File: config.mk
export PLATFORM = sky130hd
export DESIGN_NAME = pwm_duty_decoder
export DESIGN_NICKNAME = d
export VERILOG_FILES = /design/src/rtl/pwm_dec_pkg.sv /design/src/rtl/pulse_sync.sv /design/src/rtl/pwm_duty_decoder.sv
export SDC_FILE = /design/constraint.sdc
export NUM_CORES = 1
export LEC_CHECK = 0
export ABC_AREA = 1
export CAP_MARGIN = 40
export CORE_MARGIN = 2
export CORE_UTILIZATION = 45
export CTS_CLUSTER_SIZE = 30
export DETAILED_ROUTE_END_ITERATION = 8
export PLACE_DENSITY = 0.7
export SLEW_MARGIN = 20
export SYNTH_ARGS = -nofsm -noshare
export SYNTH_HDL_FRONTEND = slang
export SYNTH_SLANG_ARGS = --single-unit
export TNS_END_PERCENT = 30
File: constraint.sdc
create_clock -name sysclk -period 1.7 [get_ports sysclk]
set_clock_uncertainty 0.05 [all_clocks]
set_input_delay 0.17 -clock sysclk [delete_from_list [all_inputs] [get_ports sysclk]]
set_output_delay 0.17 -clock sysclk [all_outputs]
set_load 0.1 [all_outputs]
File: src/rtl/pwm_dec_pkg.sv
// Shared types and defaults for the PWM duty decoder.
//   dec_state_e     : decoder FSM states (ACQ, TRACK, LOCK)
//   DEF_FRAME_LOG2  : default window length exponent (64-cycle window)
//   DEF_LOCK_FRAMES : default number of consecutive equal windows for lock
//   match_w()       : width of the match counter for a given lock depth
package pwm_dec_pkg;

  typedef enum logic [1:0] {
    ACQ   = 2'd0,
    TRACK = 2'd1,
    LOCK  = 2'd2
  } dec_state_e;

  localparam int DEF_FRAME_LOG2  = 6;
  localparam int DEF_LOCK_FRAMES = 2;

  // Match counter only needs to reach LOCK_FRAMES-1; keep at least 1 bit.
  function automatic int match_w(input int lock_frames);
    return (lock_frames < 2) ? 1 : $clog2(lock_frames);
  endfunction

endpackage

File: src/rtl/pulse_sync.sv
// Multi-stage flop synchronizer for asynchronous inputs.
//   sysclk : destination clock
//   rst_n  : asynchronous active-low reset, clears all stages to 0
//   din    : asynchronous input bits (WIDTH)
//   dout   : synchronized bits, STAGES cycles of latency
module pulse_sync #(
  parameter int WIDTH  = 1,
  parameter int STAGES = 2
) (
  input  logic             sysclk,
  input  logic             rst_n,
  input  logic [WIDTH-1:0] din,
  output logic [WIDTH-1:0] dout
);

  logic [STAGES-1:0][WIDTH-1:0] ff;

  always_ff @(posedge sysclk or negedge rst_n) begin
    if (!rst_n) ff <= '0;
    else        ff <= {ff[STAGES-2:0], din};
  end

  assign dout = ff[STAGES-1];

endmodule

File: src/rtl/pwm_duty_decoder.sv
// Recovers the duty value of an asynchronous PWM stream by counting high
// samples over a free-running 2^FRAME_LOG2-cycle window, and tracks lock when
// LOCK_FRAMES consecutive windows agree.
//   sysclk     : clock
//   rst_n      : asynchronous active-low reset
//   Pulse_In   : PWM stream, asynchronous to sysclk
//   Duty_Out   : recovered duty (high cycles per window, saturated)
//   Duty_Valid : one-cycle strobe when Duty_Out updates
//   Locked     : recovered duty stable for LOCK_FRAMES windows
//   Stuck_High : last window was high on every cycle
// Optional build macro PWM_DEC_AVG_EN: Duty_Out becomes the truncated mean of
// the last 4 window counts; lock detection still uses raw counts.
module pwm_duty_decoder
  import pwm_dec_pkg::*;
#(
  parameter int FRAME_LOG2  = DEF_FRAME_LOG2,
  parameter int LOCK_FRAMES = DEF_LOCK_FRAMES
) (
  input  logic                  sysclk,
  input  logic                  rst_n,
  input  logic                  Pulse_In,
  output logic [FRAME_LOG2-1:0] Duty_Out,
  output logic                  Duty_Valid,
  output logic                  Locked,
  output logic                  Stuck_High
);

  localparam int CW = FRAME_LOG2 + 1;  // window count range 0..2^FRAME_LOG2
  localparam int MW = match_w(LOCK_FRAMES);

  dec_state_e            state;
  logic                  pulse_s;
  logic [FRAME_LOG2-1:0] frame_cnt;
  logic [CW-1:0]         acc, win_cnt, prev_cnt;
  logic                  prev_vld;
  logic [MW-1:0]         match_cnt, match_inc;
  logic                  frame_end, win_full, same, lock_hit;
  logic [FRAME_LOG2-1:0] win_duty;

  pulse_sync #(.WIDTH(1), .STAGES(2)) u_sync (
    .sysclk (sysclk),
    .rst_n  (rst_n),
    .din    (Pulse_In),
    .dout   (pulse_s)
  );

  // Window count includes the sample of the frame-end cycle itself.
  assign frame_end = &frame_cnt;
  assign win_cnt   = acc + CW'(pulse_s);
  assign win_full  = win_cnt[FRAME_LOG2];
  assign win_duty  = win_full ? '1 : win_cnt[FRAME_LOG2-1:0];

  // prev_vld keeps the first reported window from matching the reset value.
  assign same      = prev_vld && (win_cnt == prev_cnt);
  assign match_inc = (int'(match_cnt) >= LOCK_FRAMES - 1) ? match_cnt
                                                          : match_cnt + MW'(1);
  // match_cnt+1 is the number of equal pairs including this window, so the
  // run of equal windows is match_cnt+2 when same.
  assign lock_hit  = (LOCK_FRAMES <= 1) ||
                     (same && (int'(match_cnt) + 1 >= LOCK_FRAMES - 1));

  always_ff @(posedge sysclk or negedge rst_n) begin
    if (!rst_n) begin
      frame_cnt <= '0;
      acc       <= '0;
    end else begin
      frame_cnt <= frame_cnt + FRAME_LOG2'(1);
      acc       <= frame_end ? '0 : win_cnt;
    end
  end

`ifdef PWM_DEC_AVG_EN
  logic [2:0][CW-1:0] hist;
  logic [1:0]         hist_n;
  logic [CW+1:0]      avg_sum;
  logic [CW-1:0]      avg;
  logic               avg_rdy;

  // Current window plus the three before it.
  assign avg_sum = {2'b00, hist[0]} + {2'b00, hist[1]} +
                   {2'b00, hist[2]} + {2'b00, win_cnt};
  assign avg     = CW'(avg_sum >> 2);
  assign avg_rdy = (hist_n == 2'd3);

  always_ff @(posedge sysclk or negedge rst_n) begin
    if (!rst_n) begin
      hist   <= '0;
      hist_n <= '0;
    end else if (frame_end && state != ACQ) begin
      hist <= {hist[1:0], win_cnt};
      if (!avg_rdy) hist_n <= hist_n + 2'd1;
    end
  end
`endif

  always_ff @(posedge sysclk or negedge rst_n) begin
    if (!rst_n) begin
      state      <= ACQ;
      Locked     <= 1'b0;
      Duty_Out   <= '0;
      Duty_Valid <= 1'b0;
      Stuck_High <= 1'b0;
      prev_cnt   <= '0;
      prev_vld   <= 1'b0;
      match_cnt  <= '0;
    end else begin
      Duty_Valid <= 1'b0;
      if (frame_end) begin
        case (state)
          // First window holds synchronizer reset zeros: drop it.
          ACQ: state <= TRACK;
          default: begin
            prev_cnt   <= win_cnt;
            prev_vld   <= 1'b1;
            match_cnt  <= same ? match_inc : '0;
            state      <= lock_hit ? LOCK : TRACK;
            Locked     <= lock_hit;
            Stuck_High <= win_full;
`ifdef PWM_DEC_AVG_EN
            if (avg_rdy) begin
              Duty_Out   <= avg[FRAME_LOG2] ? '1 : avg[FRAME_LOG2-1:0];
              Duty_Valid <= 1'b1;
            end
`else
            Duty_Out   <= win_duty;
            Duty_Valid <= 1'b1;
`endif
          end
        endcase
      end
    end
  end

endmodule

# Yosys cells after proc, flatten, opt, wreduce, memory -nomap -nowiden

Cells that the tools add are included.

Register bits: 35
Input port bits: 3
Word-level logic and storage cells: 35

$add $sub $neg: 4
$lt $le $gt $ge: 2
Equality and inequality tests: 2
Mux-type cells: 8
Bitwise logic cells: 1
Reductions and logical operators: 6

Operators by type and width:

| kind                                                | number |
|---|---|
| AND reduction 8 bit                                 | 1 |
| adder 7 x 1 -> 7 bit                                | 1 |
| == test 7 bit                                       | 1 |
| two-way mux 7 bit                                   | 1 |
| AND reduction 7 bit                                 | 1 |
| adder 6 x 1 -> 6 bit, second input constant         | 1 |
| two-way mux 6 bit                                   | 1 |
| AND reduction 6 bit                                 | 1 |
| two-way mux 1 bit                                   | 4 |
| two-way mux 2 bit                                   | 2 |
| adder 1 x 1 -> 2 bit, second input constant         | 1 |
| >= comparator 2 x 1 -> 1 bit, second input constant | 1 |
| logical AND 1 bit                                   | 2 |
| logical NOT 2 bit                                   | 1 |
| != test 2 bit, second input constant                | 1 |
| adder 1 bit, second input constant                  | 1 |
| >= comparator 1 bit, second input constant          | 1 |
| NOT 1 bit                                           | 1 |

# Depth between registers and ports, before layout

Gate-level depths: netlist of the first run.

Depth after elaboration: 6
Depth in mapped cells: 12
Gate-level depth less buffers: 12

# Hierarchy

Synthesis of the first run repeated with hierarchy kept, for this count alone.

Cell total of the unflattened synthesis: 155
Area, all modules: 1,435.1 µm²

Modules (own cells, without submodules):

| module           | times used | cells an instance | area an instance (µm²) | seq. area each (µm²) |
|---|---|---|---|---|
| pwm_duty_decoder | 1          | 153               | 1,385.1                | 775.7 |
| pulse_sync       | 1          | 2                 | 50.0                   | 50.0 |

# Worst setup path after synthesis of the first run

Ideal clock, no wire load.

Kind: reg-to-reg
Start point: reg u_sync.ff (netlist bit u_sync.dout)
End point: reg state[0]
Library setup time: 125 ps
Arrival: 1,418 ps
Data required time: 1,525 ps
Setup slack: 107 ps
Cell stages (with the launch flop): 8
Period minus slack after synthesis: 1,593 ps
Cells stage by stage: dfrtp_1 > ha_1 > ha_1 > xor2_1 > nor2_1 > nand3_2 > nor2_2 > a21oi_1

Longest elaborated chain between the ends: 6

Ends and longest elaborated chain:

| item                   | line                    | source |
|---|---|---|
| from (decl)            | pulse_sync.sv:16        | `logic [STAGES-1:0][WIDTH-1:0] ff;` |
| from (signal assigned) | pulse_sync.sv:20        | `else ff <= {ff[STAGES-2:0], din};` |
| adder 7 x 1 -> 7 bit   | pwm_duty_decoder.sv:49  | `assign win_cnt = acc + CW'(pulse_s);` |
| via win_cnt[1]         | pwm_duty_decoder.sv:34  | `logic [CW-1:0] acc, win_cnt, prev_cnt;` |
| == test 7 bit          | pwm_duty_decoder.sv:54  | `assign same = prev_vld && (win_cnt == prev_cnt);` |
| logical AND 1 bit      | pwm_duty_decoder.sv:54  |  |
| logical AND 1 bit      | pwm_duty_decoder.sv:60  | `(same && (int'(match_cnt) + 1 >= LOCK_FRAMES - 1));` |
| two-way mux 2 bit      | pwm_duty_decoder.sv:116 | `state <= lock_hit ? LOCK : TRACK;` |
| two-way mux 2 bit      | pwm_duty_decoder.sv:109 | `case (state)` |
| to (signal assigned)   | pwm_duty_decoder.sv:116 |  |
| to (decl)              | pwm_duty_decoder.sv:31  | `dec_state_e state;` |

The timed path passes the listed nets, and every way through them passes these cells.
A chain may end at the register's enable or synchronous reset.

# Worst setup path in the final report of the first run

Start point: reg acc[0]
End point: reg Locked

Longest elaborated chain between the ends: 4

Ends and longest elaborated chain:

| item                   | line                    | source |
|---|---|---|
| from (decl)            | pwm_duty_decoder.sv:34  |  |
| from (signal assigned) | pwm_duty_decoder.sv:68  | `acc <= frame_end ? '0 : win_cnt;` |
| adder 7 x 1 -> 7 bit   | pwm_duty_decoder.sv:49  |  |
| == test 7 bit          | pwm_duty_decoder.sv:54  |  |
| logical AND 1 bit      | pwm_duty_decoder.sv:54  |  |
| logical AND 1 bit      | pwm_duty_decoder.sv:60  |  |
| to (signal assigned)   | pwm_duty_decoder.sv:117 | `Locked <= lock_hit;` |
| to (decl)              | pwm_duty_decoder.sv:24  | `output logic Locked,` |

Every way passes these cells.

==> results of run 1 <==
==> placed cells by master, fill, tap and decap left out, types with 3 or more instances in the layout <==
cell type and n:
buf_12 9, buf_4 10, clkbuf_4 5, dfrtp_1 33
ha_4 3, inv_1 18, nand2_1 39, nand2_2 3
nand3_1 19, nand3_2 3, nor2_1 11, nor2_2 3
o21ai_0 6, xor2_1 5
==> flip-flops by register name, summed over array words and instances (netlist names) <==
signal and flops:
u_sync.dout 1, prev_vld 1, state 2, Duty_Out 6
Duty_Valid 1, frame_cnt 6, acc 7, Locked 1
u_sync.ff 1, Stuck_High 1, prev_cnt 6
==> path summary, 6_finish.rpt <==
path | startpoint | endpoint | slack [ps] | depth (start not counted)
setup reg to reg | acc[0] | Locked | 70 | 12
hold / removal | rst_n | acc[3] | 160 | 2
min in group sysclk | Pulse_In | u_sync.ff[0] | 210 | 1
max in group asynchronous | rst_n | u_sync.dout | 1140 | 2
hold reg to reg | u_sync.ff[0] | u_sync.dout | 310 | 0
setup / recovery | acc[0] | Locked | 70 | 12
==> per-layer routing <==
layer / track usage [%] / part of all wire [%] / up-vias
met2: 27.2 / 50 / 16
li1: - / - / 552
met4: 9.32 / 2.0 / 0
met3: 4.62 / 2.9 / 7
met1: 23.7 / 45 / 549
met5: 0 / 0 / -
==> area by class of cell <==
type	instances	area [sq um]
sequential	33	826
clock inverter	2	37.5
tap	44	55.1
timing repair buffer	21	275
clock buffer	6	51.3
multi-input combinational	104	624
fill	251	1120
inverter	21	85.1
==> stage by stage <==
| stage | utilization, % | TNS, ps |
|---|---|---|
| detailed placement | 57.1 | -109 |
| floorplan | - | 0 |
| finish | 63.5 | 0 |
| CTS | 60.2 | 0 |
| global placement | 57.1 | 0 |
| global route | 63.5 | -69.6 |
==> power by group through the flow <==
stage / clock network, W / registers (W) / logic, W
after floorplan: 0 / 0.000921 / 0.000386
after global placement: 0 / 0.000952 / 0.000435
after detailed placement: 0 / 0.000956 / 0.000451
after CTS: 0.000642 / 0.000940 / 0.000473
after global routing: 0.000679 / 0.000987 / 0.000623
final: 0.000633 / 0.000976 / 0.000559
==> cells by family (layout without fill, tap and decap cells) <==
group | count (synthesis) | count (layout)
buffers and inverters | 23 | 50
xor gates and xnor gates | 6 | 6
DFF | 33 | 33
adders and majority gates | 3 | 3
and+or+nand+nor | 86 | 86
AOI/OAI and AO/OA | 9 | 9
==> timing repair <==
item | CTS | global route
hold buffers | 0 | 0
setup endpoints to repair | 3 | 13
buffers inserted | 0 | 4
pin swaps | 1 | 6
gates resized for setup | 3 | 16
==> flow_metrics.py, run 1 <==
metrics = {
    "run_status": {
        "status": "completed",
    },
    "floorplanning": {
        "start_util_pct": 47.8,
        "dieArea_sq_um": 3740,
        "coreArea_sq_um": 3080,
        "die_x_microns": 61.2,
        "row_count": 20,
        "io_pins": 12,
        "die_h_microns": 61.2,
    },
    "layout": {
        "fin_nets": 192,
        "final-instance-count-excl-fill": 231,
        "area_delta_synth_final_pct": 32.8,
        "diodes": 0,
        "fin_area_sq_um": 1950,
        "layout-drive-gt1-share_pct": 26.2,
    },
    "synthesis": {
        "syn-instance-count": 160,
        "ys_ff_latch": 33,
        "ys_async_sr_fraction_pct": 100,
        "synth.area.mux_share_pct": 0,
        "yosys_most_used_dff": "dfrtp_1",
        "synth_commonest_cells": "43 x nand2_1, 33 x dfrtp_1, 21 x nand3_1, 20 x inv_1, 14 x nor2_1",
        "yosys.area_share.simple_pct": 27.9,
        "yosys.cell_count.top_type": "nand2_1",
        "seq_area_frac_synth_pct": 56.1,
        "synth.area.top_cells": "dfrtp_1 56%, nand2_1 11%, nand3_1 7.1%, inv_1 5.1%, nor2_1 3.6%",
        "synth_area_sq_um": 1470,
        "synth_fa_ha_area_share_pct": 2.55,
        "synth.distinct_cells": 20,
        "yosysTopAreaCell": "dfrtp_1",
        "synth_top_area_share_pct": 56.1,
        "syn_nets": 166,
        "synth_xor_area_share_pct": 3.57,
        "ys_warn_count": 0,
        "avgSynthCellArea_sq_um": 9.20,
        "synth_edf_count": 0,
        "synth_top_family_by_area": "simple AND/OR/NAND/NOR gates",
        "synth_compound_area_share_pct": 3.32,
    },
    "placement": {
        "dpl.hpwl_microns": 1940,
        "post_dp_cell_area_sq_um": 1760,
        "globalplace.congestion": 0.766,
        "preCtsSetupSlack_ps": -41.3,
        "portBuffers": 11,
        "dp.cells": 219,
    },
    "critical_path": {
        "path_cells": "ha_4, ha_4, nand2_4, nor2_4, nand2_2, nand2_2, nand2_2, nand2_1, nand2_1, nor2_2, nand2_1, nand2_1",
        "cp_max_fo": 4,
        "cp_common_cell": "nand2_1",
        "crit_family": "simple AND/OR/NAND/NOR gates",
        "worst_ep_arrival_time_ps": 1870,
        "timing.critical_path.buf_inv": 0,
        "critPathLaunchType": "flop",
        "cpMaxStageDelayCell": "dfrtp_1",
        "end_kind": "flop",
        "crit_type": "reg2reg",
        "crit_required_ps": 1940,
        "slowest_delay_ps": 390,
    },
    "grt": {
        "grt_max_degree": 34,
        "grt_first_pass_wirelength_microns": 4790,
        "grt_antenna_before_repair": 0,
        "overflow": 0,
        "track_usage_pct": 17.9,
        "grt_pass1_vias": 1088,
    },
    "pwr": {
        "ir_worst_vdd_v": 0.000735,
        "combPwrFrac_pct": 25.8,
        "clkPwrFrac_pct": 29.2,
        "switching_share_pct": 33.7,
        "power_leakage_nw": 0.982,
        "cellPowerDensity_nw_per_um2": 1110,
        "cell_internal_pwr_w": 0.00144,
        "seqPwrFrac_pct": 45.0,
        "netSwitchingPower_w": 0.000731,
        "p_total_w": 0.00217,
    },
    "clock_network": {
        "cts.htree.levels": 2,
        "clk_pin_slew_worst_paths_ps": 100,
        "cts-root-buf": "clkbuf_4",
        "cts_tree": "yes",
        "clockBufferDepth": 2,
        "cts_sinks": 33,
        "cts_buffers": 5,
        "clk_latency_ps": 350,
    },
    "sta": {
        "finalSetupViolCount": 0,
        "post-route-min-period_ps": 1630,
        "timing.final.ws_setup_ps": 67.8,
        "rsz0062_at_grt": "true",
        "holdWs_ps": 161,
        "hold_viol": 0,
        "slew_viol_final": 0,
        "post-route-period-util_pct": 96.0,
        "timing.fmax_mhz": 613,
        "relSlewSlack_pct": 72.5,
        "worstMarginPinSlew_ps": 412,
    },
    "drt": {
        "drtAntennaViolNets": 0,
        "firstDrtPassIters": 4,
        "drt_wl_total_microns": 3040,
        "drc": 0,
        "drt-vias-per-instance": 4.87,
        "vias": 1124,
        "wire_per_inst_microns": 13.2,
        "drt_iter0_drc": 37,
    },
    "min_path": {
        "hold_path_class": "in2async",
    },
    "flow_run": {
        "maxCapViolCount": 0,
    },
}
Power figures use the tool's default switching activity.
==> run 2, diff against run 1 <==
--- a/config.mk
+++ b/config.mk
@@ -12,6 +12,7 @@
 export CTS_CLUSTER_SIZE = 30
 export DETAILED_ROUTE_END_ITERATION = 8
 export PLACE_DENSITY = 0.7
+export REMOVE_ABC_BUFFERS = 1
 export SLEW_MARGIN = 20
 export SYNTH_ARGS = -nofsm -noshare
 export SYNTH_HDL_FRONTEND = slang
==> run 2 against run 1 <==
Compared with the run above:
- cell count grew 1.7%
- largest power group unchanged
- sequential cell count did not move
- routed wire length fell by 6.4%
- clock power decreased by 20%
- design area fell by 0.70%
- sequential share of layout area is 0.30 points higher
==> flow_metrics.py, run 2 (synthesis results as in run 1) <==
metrics = {
    "layout": {
        "final_common_cell": "nand2_1",
        "top_register": "acc",
        "diodes": 0,
        "fin_nets": 196,
        "largest_reg_flops": 7,
        "fin_util_pct": 63.0,
        "layout-drive-gt1-share_pct": 26.7,
        "mostFrequentLayoutCells": "40 x nand2_1, 33 x dfrtp_1, 21 x nand3_1",
        "area_delta_synth_final_pct": 31.9,
    },
    "grt": {
        "overflow": 0,
        "grt_pass1_vias": 1103,
        "track_usage_pct": 18.0,
        "grt_first_pass_wirelength_microns": 4720,
        "grt_max_degree": 34,
        "grt_antenna_before_repair": 0,
    },
    "drt": {
        "drc": 0,
        "firstDrtPassIters": 4,
        "vias": 1125,
        "drtAntennaViolNets": 0,
        "drt_iter0_drc": 47,
        "wire_per_inst_microns": 12.1,
        "drt-vias-per-instance": 4.79,
        "drt_wl_total_microns": 2840,
    },
    "sta": {
        "slew_viol_final": 0,
        "finalSetupViolCount": 0,
        "post-route-period-util_pct": 93.9,
        "hold_viol": 0,
        "worstMarginPinSlew_ps": 399,
        "post-route-min-period_ps": 1600,
        "relSlewSlack_pct": 73.4,
        "timing.final.ws_setup_ps": 103,
        "holdWs_ps": 167,
        "timing.fmax_mhz": 626,
    },
    "clock_network": {
        "cts_tree": "yes",
        "cts_sinks": 33,
        "cts_buffers": 5,
        "cts-root-buf": "clkbuf_4",
        "clockBufferDepth": 2,
        "clk_latency_ps": 340,
        "cts.htree.levels": 2,
        "clk_pin_slew_worst_paths_ps": 100,
    },
    "critical_path": {
        "path_cells": "ha_2, nand3_4, nor2_8, inv_4, nor2_8, clkinvlp_4, nand2_1, nand3_1",
        "cp_max_fo": 8,
        "crit_required_ps": 1870,
        "worst_ep_arrival_time_ps": 1770,
        "critPathLaunchType": "flop",
        "r2r_cells": 8,
        "crit_cells": 8,
        "slowest_delay_ps": 370,
        "cp_common_cell": "nor2_8",
        "crit_type": "reg2reg",
        "timing.critical_path.buf_inv": 2,
        "crit_family": "simple AND/OR/NAND/NOR gates",
        "cpMaxStageDelayCell": "dfrtp_1",
        "end_kind": "flop",
    },
    "pwr": {
        "netSwitchingPower_w": 0.000678,
        "cell_internal_pwr_w": 0.00135,
        "ir_worst_vdd_v": 0.000649,
        "switching_share_pct": 33.5,
        "clkPwrFrac_pct": 24.9,
        "seqPwrFrac_pct": 47.4,
        "p_total_w": 0.00203,
        "cellPowerDensity_nw_per_um2": 1040,
        "combPwrFrac_pct": 27.7,
        "power_leakage_nw": 0.996,
    },
    "floorplanning": {
        "die_x_microns": 61.2,
        "dieArea_sq_um": 3740,
        "io_pins": 12,
        "coreArea_sq_um": 3080,
        "row_count": 20,
        "die_h_microns": 61.2,
        "start_util_pct": 47.8,
    },
    "placement": {
        "dpl.hpwl_microns": 1990,
        "globalplace.congestion": 0.823,
        "portBuffers": 11,
        "preCtsSetupSlack_ps": -37.3,
    },
    "run_status": {
        "status": "completed",
    },
    "flow_run": {
        "maxCapViolCount": 0,
    },
    "min_path": {
        "hold_path_class": "in2async",
    },
}
## run 2: what timing repair did
item / CTS / global route
setup buffers: 0 / 8
pin swaps: 1 / 7
hold buffers: 0 / 0
cloned: 0 / 0
setup endpoints to repair: 5 / 11
resized for setup: 3 / 11
## run 2: per-layer routing
metal	global-route usage [%]	wire length, microns	vias up
met3	6.51	180	7
met1	21.6	1270	525
met5	0	0	-
li1	-	-	563
met4	8.07	36	0
met2	29.0	1360	30
## run 2: area by class of cell
type	instances	area (sq um)
repair buffers	25	305
flip-flops and latches	33	826
fillers	263	1140
multi-input cells	104	599
inverters	21	85.1
well taps	44	55.1
clock inverters	1	5.00
clock buffers	7	65.1
## run 2: power by group through the flow
stage	combinational, W	sequential [W]	clock [W]
2_1_floorplan	0.000353	0.000937	0
3_3_place_gp	0.000430	0.000950	0
3_5_place_dp	0.000448	0.000956	0
4_1_cts	0.000467	0.000940	0.000516
5_1_grt	0.000625	0.000978	0.000561
6_report	0.000562	0.000960	0.000504
## run 2: final timing paths
path                              startpoint           end  slack (ps)
worst max-delay path            frame_cnt[0]   Duty_Out[3]         100
worst min-delay path                   rst_n  u_sync.ff[0]         170
worst max register to register  frame_cnt[0]   Duty_Out[3]         100
worst min register to register  u_sync.ff[0]   u_sync.dout         310
max in group asynchronous              rst_n      prev_vld        1150
min in group sysclk                 Pulse_In  u_sync.ff[0]         240
## run 2: worst reg2reg max path: cells and delay by family (launching register included)
kind	cells	cell delay (ps)
and+or+nand+nor	5	570
DFF	1	370
adders and majority gates	1	210
buffers and inverters	2	270
## run 2: stage by stage
| step | cell area (sq um) | TNS (ps) | cells |
|---|---|---|---|
| after floorplan | 1460 | 0 | 158 |
| after global placement | 1740 | -17.8 | 219 |
| after detailed placement | 1740 | -100 | 219 |
| after CTS | 1820 | 0 | 227 |
| after global routing | 1940 | -21.7 | 235 |
| final | 1940 | 0 | 235 |
==> run 3, diff against run 2 <==
--- a/config.mk
+++ b/config.mk
@@ -7,11 +7,12 @@
 export LEC_CHECK = 0
 export ABC_AREA = 1
 export CAP_MARGIN = 40
-export CORE_MARGIN = 2
 export CORE_UTILIZATION = 45
+export CTS_BUF_LIST = sky130_fd_sc_hd__clkbuf_16
 export CTS_CLUSTER_SIZE = 30
 export DETAILED_ROUTE_END_ITERATION = 8
 export PLACE_DENSITY = 0.7
+export RECOVER_POWER = 50
 export REMOVE_ABC_BUFFERS = 1
 export SLEW_MARGIN = 20
 export SYNTH_ARGS = -nofsm -noshare
==> run 3 against run 2 <==
Compared with the run above:
- total power grew 14%
- clock power grew 61%
- die area shrank 6.4%
- register-to-register slack lost 50 ps
- clock-buffer cell count shrank 2
- routed wire length grew 4.2%
- critical path depth is the same
- design area grew 3.1%
- combinational power shrank 3%
- hold slack gained 76 ps
- cell count shrank 1.7%
- sequential share of layout area shrank 1.3 points
- highest routed layer unchanged
==> flow_metrics.py, run 3 (synthesis results as in run 1) <==
metrics = {
    "sta": {
        "timing.fmax_mhz": 608,
        "rsz0062_at_grt": "true",
        "post-route-period-util_pct": 96.7,
        "finalSetupViolCount": 0,
        "timing.final.ws_setup_ps": 56.0,
        "post-route-min-period_ps": 1640,
        "fin_setup_tns_ps": 0,
        "relSlewSlack_pct": 72.9,
        "worstMarginPinSlew_ps": 406,
        "slew_viol_final": 0,
        "hold_viol": 0,
    },
    "flow_run": {
        "maxCapViolCount": 0,
    },
    "grt": {
        "track_usage_pct": 19.5,
        "grt_first_pass_wirelength_microns": 4780,
        "grt_max_degree": 34,
        "grt_antenna_before_repair": 0,
        "overflow": 0,
        "grt_pass1_vias": 1090,
    },
    "critical_path": {
        "timing.critical_path.buf_inv": 2,
        "crit_family": "simple AND/OR/NAND/NOR gates",
        "startpoint": "frame_cnt[0]",
        "r2r_cells": 8,
        "timing.rr.end": "Duty_Out[2]",
        "cp_max_fo": 8,
        "cpMaxStageDelayCell": "dfrtp_1",
        "crit_required_ps": 1800,
        "slowest_delay_ps": 400,
        "end_kind": "flop",
        "critPathLaunchType": "flop",
        "crit_type": "reg2reg",
        "reg2reg_slack_ps": 60,
        "worst_ep_arrival_time_ps": 1740,
        "path_cells": "ha_4, nand3_4, nor2_8, inv_4, nor2_8, clkinvlp_4, nand2_1, nand3_1",
        "cp_common_cell": "nor2_8",
        "r2r-start": "frame_cnt[0]",
    },
    "clock_network": {
        "clk_pin_slew_worst_paths_ps": 50,
        "cts-root-buf": "clkbuf_16",
        "clockBufferDepth": 2,
        "cts_hold_buf": 0,
        "cts_sinks": 33,
        "cts_tree": "yes",
        "clk_latency_ps": 270,
        "cts_buffers": 5,
        "cts.htree.levels": 2,
    },
    "floorplanning": {
        "row_count": 20,
        "die_x_microns": 59.2,
        "dieArea_sq_um": 3500,
        "io_pins": 12,
        "coreArea_sq_um": 3080,
        "die_h_microns": 59.2,
        "start_util_pct": 47.8,
    },
    "layout": {
        "top_register": "acc",
        "mostFrequentLayoutCells": "35 x nand2_1, 33 x dfrtp_1, 21 x nand3_1",
        "final_common_cell": "nand2_1",
        "fin_nets": 193,
        "area_delta_synth_final_pct": 36.0,
        "largest_reg_flops": 7,
        "diodes": 0,
        "layout-drive-gt1-share_pct": 26.2,
    },
    "placement": {
        "preCtsSetupSlack_ps": -31.8,
        "globalplace.congestion": 0.780,
        "dpl.hpwl_microns": 1940,
        "portBuffers": 11,
    },
    "drt": {
        "vias": 1135,
        "wire_per_inst_microns": 12.8,
        "drtAntennaViolNets": 0,
        "drt_wl_total_microns": 2960,
        "drt_iter0_drc": 30,
        "drc": 0,
        "firstDrtPassIters": 5,
        "drt-vias-per-instance": 4.91,
    },
    "pwr": {
        "power_leakage_nw": 1.01,
        "ir_worst_vdd_v": 0.000758,
        "cellPowerDensity_nw_per_um2": 1160,
    },
    "min_path": {
        "hold_path_class": "in2async",
    },
    "run_status": {
        "status": "completed",
    },
}
run 3: changes by cell type in the layout (fill, tap and decap cells not counted), moves of 2 or more:
| cell | previous run | this run |
|---|---|---|
| clkbuf_16 | 0 | 5 |
| clkbuf_4 | 5 | 0 |
| nand2_1 | 40 | 35 |
| nand2_2 | 3 | 8 |
| buf_4 | 14 | 11 |
| clkbuf_8 | 2 | 0 |
run 3: routing by layer:
layer	GRT usage, %	up-vias	share of wire [%]
met5	0	-	0
met4	9.18	0	1.4
met3	8.52	7	4.8
met2	31.3	23	50
met1	22.2	548	43
li1	-	557	-
run 3: worst max path at each step:
stage,slack [ps],cells past startpoint,to
2_1_floorplan,100,7,state[0]
3_3_place_gp,-0.7,8,Locked
3_5_place_dp,-30,12,state[1]
4_1_cts,50,12,state[1]
5_1_grt,-40,8,Duty_Out[3]
6_report,60,8,Duty_Out[2]
run 3: power breakdown:
part	switching (W)	internal (W)
Sequential	0.0000933	0.000867
Combinational	0.000324	0.000220
Clock	0.000292	0.000521
Total	0.000709	0.00161
run 3: area by class of cell:
cell class / instances / area (sq um)
clock buffer: 5 / 125
clock inverter: 2 / 7.51
fill: 254 / 1080
inverter: 21 / 85.1
multi-input combinational: 104 / 619
sequential: 33 / 826
tap: 44 / 55.1
timing repair buffer: 22 / 283
run 3: through the flow:
stage | hold WS (ps) | std cells | instance area [sq um] | power (W) | utilization, %
4_1_cts | 250 | 225 | 1880 | 0.00227 | 61.2
2_1_floorplan | -176 | 158 | 1460 | 0.00129 | -
6_report | 243 | 231 | 2000 | 0.00232 | 65.0
3_3_place_gp | 289 | 218 | 1740 | 0.00138 | 56.4
5_1_grt | 280 | 231 | 2000 | 0.00245 | 65.0
3_5_place_dp | 290 | 218 | 1740 | 0.00140 | 56.4
run 3: worst register-to-register path: stages (launching register included):
cell        delay [ps]
dfrtp_1            400
ha_4               160
nand3_4            100
nor2_8             140
inv_4               50
nor2_8             160
clkinvlp_4         250
nand2_1            130
nand3_1             80
run 3: what timing repair did:
action                                  in CTS  in global routing
endpoints found under the setup margin       3                 10
buffers inserted                             0                  6
gates resized for setup                      3                 17
pin swaps                                    0                 10
